===== src/rtl/bcd_counter_pkg.sv =====
// Shared definitions for the BCD up/down counter: state encoding, digit limit
// and the all-nines constant builder.
package bcd_counter_pkg;

    typedef enum logic [1:0] {
        ST_IDLE  = 2'b00,
        ST_STOP  = 2'b01,
        ST_COUNT = 2'b10
    } state_t;

    localparam logic [3:0] BCD_MAX = 4'd9;

    // BCD word with the low ndig digits set to 9 (up to 8 digits).
    function automatic logic [31:0] bcd_all_nines(input int ndig);
        logic [31:0] r;
        r = '0;
        for (int i = 0; i < 8; i++) begin
            if (i < ndig) r[4*i +: 4] = BCD_MAX;
        end
        return r;
    endfunction

endpackage


===== src/rtl/bcd_updown_counter_digit.sv =====
// One BCD digit of the count ripple chain: steps the digit by one when cin is
// set and reports carry (up from 9) or borrow (down from 0) on cout.
module bcd_digit_step
    import bcd_counter_pkg::*;
(
    input  logic [3:0] digit,
    input  logic       cin,
    input  logic       up,
    output logic [3:0] out,
    output logic       cout
);

    always_comb begin
        out  = digit;
        cout = 1'b0;
        if (cin) begin
            if (up) begin
                if (digit >= BCD_MAX) begin
                    out  = 4'd0;
                    cout = 1'b1;
                end else begin
                    out = digit + 4'd1;
                end
            end else begin
                if (digit == 4'd0) begin
                    out  = BCD_MAX;
                    cout = 1'b1;
                end else begin
                    out = digit - 4'd1;
                end
            end
        end
    end

endmodule


===== src/rtl/bcd_updown_counter.sv =====
// N-digit BCD up/down counter with IDLE/STOP/COUNT control and per-digit editing.
// Define BCD_WRAP_EN to wrap at 9..9 / 0 in COUNT instead of saturating.
module bcd_updown_counter
    import bcd_counter_pkg::*;
#(
    parameter int                NDIG     = 3,
    parameter logic [4*NDIG-1:0] INIT_VAL = 12'h050,
    parameter int                TICK_DIV = 8388608
) (
    input  logic              clk,
    input  logic              rst,
    input  logic              start_p,
    input  logic              dir_p,
    input  logic              inc_p,
    input  logic              dec_p,
    input  logic              sel_p,
    output logic [1:0]        state,
    output logic [4*NDIG-1:0] value,
    output logic              dir,
    output logic [NDIG-1:0]   sel_oh,
    output logic              at_max,
    output logic              at_min,
    output logic              step_p
);

    localparam int VW = 4 * NDIG;
    localparam int PW = $clog2(TICK_DIV);
    localparam int SW = (NDIG > 1) ? $clog2(NDIG) : 1;
    localparam logic [31:0]   NINES32 = bcd_all_nines(NDIG);
    localparam logic [VW-1:0] NINES   = NINES32[VW-1:0];

`ifdef BCD_WRAP_EN
    localparam bit WRAP = 1'b1;
`else
    localparam bit WRAP = 1'b0;
`endif

    state_t        st;
    logic [VW-1:0] val;
    logic          dir_q;
    logic [SW-1:0] sel;
    logic [PW-1:0] presc;
    logic          step_q;

    logic          tick;
    logic          apply;
    logic [NDIG:0] carry;
    logic [VW-1:0] stepped;
    logic [3:0]    cur_d;

    assign tick     = (st == ST_COUNT) && (presc == PW'(TICK_DIV - 1));
    assign carry[0] = tick;

    genvar g;
    generate
        for (g = 0; g < NDIG; g++) begin : g_dig
            bcd_digit_step u_step (
                .digit (val[4*g +: 4]),
                .cin   (carry[g]),
                .up    (!dir_q),
                .out   (stepped[4*g +: 4]),
                .cout  (carry[g+1])
            );
        end
    endgenerate

    // A carry out of the top digit means the step crosses the 9..9 / 0 boundary.
    assign apply = tick && (WRAP || !carry[NDIG]);

    always_comb begin
        cur_d = val[4*int'(sel) +: 4];
    end

    always_ff @(posedge clk or posedge rst) begin
        if (rst) begin
            st     <= ST_IDLE;
            val    <= INIT_VAL;
            dir_q  <= 1'b0;
            sel    <= '0;
            presc  <= '0;
            step_q <= 1'b0;
        end else begin
            step_q <= 1'b0;
            case (st)
                ST_IDLE: begin
                    presc <= '0;
                    val   <= INIT_VAL;
                    sel   <= '0;
                    if (start_p) st <= ST_STOP;
                end
                ST_STOP: begin
                    presc <= '0;
                    if (start_p) st <= ST_COUNT;
                    if (inc_p) begin
                        if (cur_d != BCD_MAX) val[4*int'(sel) +: 4] <= cur_d + 4'd1;
                    end else if (dec_p) begin
                        if (cur_d != 4'd0) val[4*int'(sel) +: 4] <= cur_d - 4'd1;
                    end
                    if (sel_p) sel <= (sel == SW'(NDIG - 1)) ? '0 : sel + SW'(1);
                end
                ST_COUNT: begin
                    presc <= tick ? '0 : presc + PW'(1);
                    if (apply) begin
                        val    <= stepped;
                        step_q <= 1'b1;
                    end
                    if (dir_p)   dir_q <= ~dir_q;
                    if (start_p) st    <= ST_STOP;
                end
                default: st <= ST_IDLE;
            endcase
        end
    end

    always_comb begin
        sel_oh = '0;
        for (int i = 0; i < NDIG; i++) sel_oh[i] = (sel == SW'(i));
    end

    assign state  = st;
    assign value  = val;
    assign dir    = dir_q;
    assign step_p = step_q;
    assign at_max = (val == NINES);
    assign at_min = (val == '0);

endmodule


===== config.mk =====
export PLATFORM = sky130hd
export DESIGN_NAME = bcd_updown_counter
export DESIGN_NICKNAME = d
export VERILOG_FILES = /design/src/rtl/bcd_counter_pkg.sv /design/src/rtl/bcd_updown_counter_digit.sv /design/src/rtl/bcd_updown_counter.sv
export SDC_FILE = /design/constraint.sdc
export NUM_CORES = 1
export LEC_CHECK = 0
export BUFFER_PORTS_ARGS = -buffer_cell sky130_fd_sc_hd__buf_2
export CAP_MARGIN = 20
export CELL_PAD_IN_SITES_DETAIL_PLACEMENT = 0
export CELL_PAD_IN_SITES_GLOBAL_PLACEMENT = 2
export CORE_MARGIN = 4
export CORE_UTILIZATION = 30
export DETAILED_ROUTE_END_ITERATION = 6
export PLACE_DENSITY_LB_ADDON = 0.2
export REMOVE_ABC_BUFFERS = 1
export SYNTH_ARGS = -nofsm -noshare
export SYNTH_HDL_FRONTEND = slang
export SYNTH_SLANG_ARGS = --single-unit

===== constraint.sdc =====
create_clock -name clk -period 2.75 [get_ports clk]
set_input_delay 0.1375 -clock clk [delete_from_list [all_inputs] [get_ports clk]]
set_output_delay 0.1375 -clock clk [all_outputs]
set_load 0.05 [all_outputs]

==> results.yml <==
timing:
  layout_min_cycle_time_ns: 2.57
  rsz0062_at_grt: "no"
  max_slew_margin_pct: 58.4
  worst_slew_pin_slew_ns: 0.622
  report.final.slew_viol_count: 0
  hold_viol_final: 0
  finalClockSkew_ns: 0.00783
  timing.hold.ws_ns: 0.0741
  fin_ws_ns: 0.176
  finalCritPeriodShare_pct: 93.6
  fin_tns_setup_ns: 0
  max_freq_mhz: 388
  report.final.setup_viol: 0
die:
  dieHeight_um: 112
  die-area_um2: 12700
  core-area_um2: 10500
  start_util_pct: 31.3
  ios: 28
  dieWidth_um: 112
  fp-row-count: 37
placed_design:
  dp.cells: 555
  dp_hpwl_um: 6830
  post_dp_cell_area_um2: 3670
  dp_slack_ns: 0.0875
  gp_congestion: 0.793
  port_buffers: 27
drt:
  drtIter0Drc: 154
  drc: 0
  drtAntennaViolNets: 0
  vias: 2935
  totalWireLength_um: 9360
  routedWlPerCell_um: 16.6
  via_per_inst: 5.19
  drt_pre_antenna_iters: 5
critical_path:
  crit_path_frequent_cell: "buf_4"
  rr_worst_depth: 11
  crit_path_max_incr_delay_ns: 0.55
  cp_cell_sequence: "buf_4 -> inv_1 -> ha_1 -> nor3b_1 -> nand2b_1 -> o31ai_2 -> nor2b_4 -> o31a_1 -> nor2_4 -> buf_4 -> mux2i_1"
  rr_endpoint: "value[6]"
  crit_buf_inv: 3
  crit_type: "reg -> reg"
  worstPathMaxFanout: 6
  cp.arrival_ns: 2.81
  start_kind: "flop"
  r2r_slack_ns: 0.18
  crit-reg2reg-launch: "value[4]"
  crit_required_ns: 2.98
  cp_top_family: "simple AND/OR/NAND/NOR gates"
  critPathCaptureType: "flop"
  slowest_stage: "dfstp_2"
global_route:
  grt_pass1_wl_um: 15500
  grt_overflow: 0
  top_usage_layer: "met1"
  antenna_found_initial: 0
  grt.met2_usage_pct: 22.6
  met3_usage_pct: 2.32
  grt_use_met1_pct: 22.9
  track_usage_pct: 15.3
  grt_max_degree: 31
  grt_pass1_vias: 2835
yosys:
  yosysSeqAreaShare_pct: 31.4
  synth_cell_types: 61
  ys_warn_count: 0
  synth-seq-cells: 41
  synthCells: 386
  synth_ff_type: "dfrtp_1"
  async_flop_share_pct: 100
  syn_area_per_cell_um2: 8.49
  synth_edf_count: 0
  syn_area_um2: 3280
pwr:
  comb_power_share_pct: 67.6
  intPower_mw: 1.96
  p_seq_share_pct: 22.1
  design_power_total_mw: 4.30
  p_leak_nw: 1.69
  powerDensity_nw_per_um2: 1130
  power.switching_mw: 2.33
  peakVddDrop_v: 0.000738
  swShare_pct: 54.3
  clkPwrFrac_pct: 10.2
clocking:
  h-tree-depth: 2
  cts_buffers: 5
  cts.clk_slew.worst_paths_ns: 0.10
  cts-root-buf: "clkbuf_8"
  cts_tree: "done"
  cts_buffer_depth: 2
  clock_latency_ns: 0.31
  clock-sinks: 41
finish:
  final_util_pct: 36.4
  drive_gt1_share_pct: 19.3
  area_delta_synth_final_pct: 16.3
  diodes: 0
  fin_cells: 565
  finalNetCount: 462
  design_area_um2: 3810
worst_hold_path:
  worstHoldPathCells: 3
  hp-class: "in -> reg"
  min_to: "dir"
  hp-start: "dir_p"
run_status:
  outcome: "finished, final reports clean"
run:
  drv_cap: 0
-- power by group through the flow --
stage                     sequential [mW]  combinational [mW]  clock (mW)
after CTS                           0.945                2.86       0.453
after global placement              0.954                2.86           0
final                               0.951                2.91       0.439
after global routing                0.986                3.19       0.480
after floorplan                      1.22                1.61           0
after detailed placement            0.956                2.85           0
-- metal layers --
| metal | routed length [µm] | up-vias |
|---|---|---|
| li1 | - | 1454 |
| met1 | 4750 | 1412 |
| met2 | 4110 | 56 |
| met3 | 341 | 13 |
| met4 | 162 | 0 |
| met5 | 0 | - |
-- cell families (layout without fill, tap and decap cells) --
kind of cell / after synthesis / in the layout / synth area share, %
and+or+nand+nor: 151 / 151 / 23.4
AOI/OAI and AO/OA: 88 / 88 / 18.2
DFF: 41 / 41 / 31.4
buffers and inverters: 40 / 83 / 5.61
adders and majority gates: 27 / 27 / 10.3
xor gates and xnor gates: 24 / 24 / 6.42
muxes: 15 / 15 / 4.70
-- registers in the layout, summed over array words and instances, names as in the netlist --
name	cells
value	12
sel	2
step_p	1
presc	23
dir	1
state	2
-- worst max-delay path by stage --
stage	from	to	slack [ns]	cells past startpoint
final	value[4]	value[6]	0.18	11
after global routing	sel[0]	value[1]	0.0008	12
after CTS	value[1]	value[6]	0.06	10
after detailed placement	value[1]	value[7]	0.09	9
after global placement	value[1]	value[7]	0.16	9
after floorplan	value[1]	value[7]	-0.13	9
-- what timing repair did --
item | 4_1_cts | 5_1_grt
endpoints found under the setup margin | 0 | 12
resized for setup | 0 | 10
hold buffers | 1 | 0
hold endpoints to repair | 11 | 0
setup buffers | 0 | 1
-- layout by cell type (no fill, tap or decap), drive strengths merged, types with 2 or more instances in the layout --
master  instances
buf            54
nor2           43
dfrtp          39
nand2          35
o21ai          32
ha             27
nand3          22
inv            20
xor2           14
mux2i          12
a21oi          11
xnor2          10
nand4           9
o22ai           9
a22o            7
nor3b           7
nor3            7
and3            5
nand2b          5
clkbuf          5
o31ai           5
nand3b          4
a31oi           3
mux2            3
a221oi          3
a211oi          3
and4            2
a21o            2
or4             2
nor4            2
and2b           2
a32o            2
o32ai           2
o211ai          2
dfstp           2
nor2b           2
clkinv          2
-- final cells by class --
type,count,area [µm²]
Timing Repair Buffer,55,348
Clock buffer,5,68.8
Multi-Input combinational cell,305,2090
Fill cell,1133,6650
Clock inverter,3,21.3
Inverter,20,75.1
Sequential cell,41,1030
Tap cell,136,170
-- worst register-to-register path: stages, from the launching register on --
cell	delay, ns
dfstp_2	0.55
buf_4	0.14
inv_1	0.06
ha_1	0.21
nor3b_1	0.15
nand2b_1	0.22
o31ai_2	0.34
nor2b_4	0.26
o31a_1	0.20
nor2_4	0.04
buf_4	0.16
mux2i_1	0.18
-- Yosys cell counts, drive strengths merged (4+ instances only) --
master / instances / area share (%)
nand2b: 5 / 0.95
a21oi: 11 / 1.7
a22o: 7 / 1.9
nor3b: 7 / 1.6
buf: 8 / 1.6
o21ai: 32 / 5.0
dfrtp: 39 / 30
nor2: 43 / 5.2
nand4: 9 / 1.7
xnor2: 10 / 2.7
o31ai: 5 / 1.1
nand3: 22 / 3.4
nor3: 7 / 1.4
nand3b: 4 / 0.92
mux2i: 12 / 3.7
and3: 5 / 0.95
ha: 27 / 10
nand2: 35 / 4.0
inv: 20 / 2.3
clkbuf: 12 / 1.7
xor2: 14 / 3.7
o22ai: 9 / 1.9
Power figures use the tool's default switching activity.
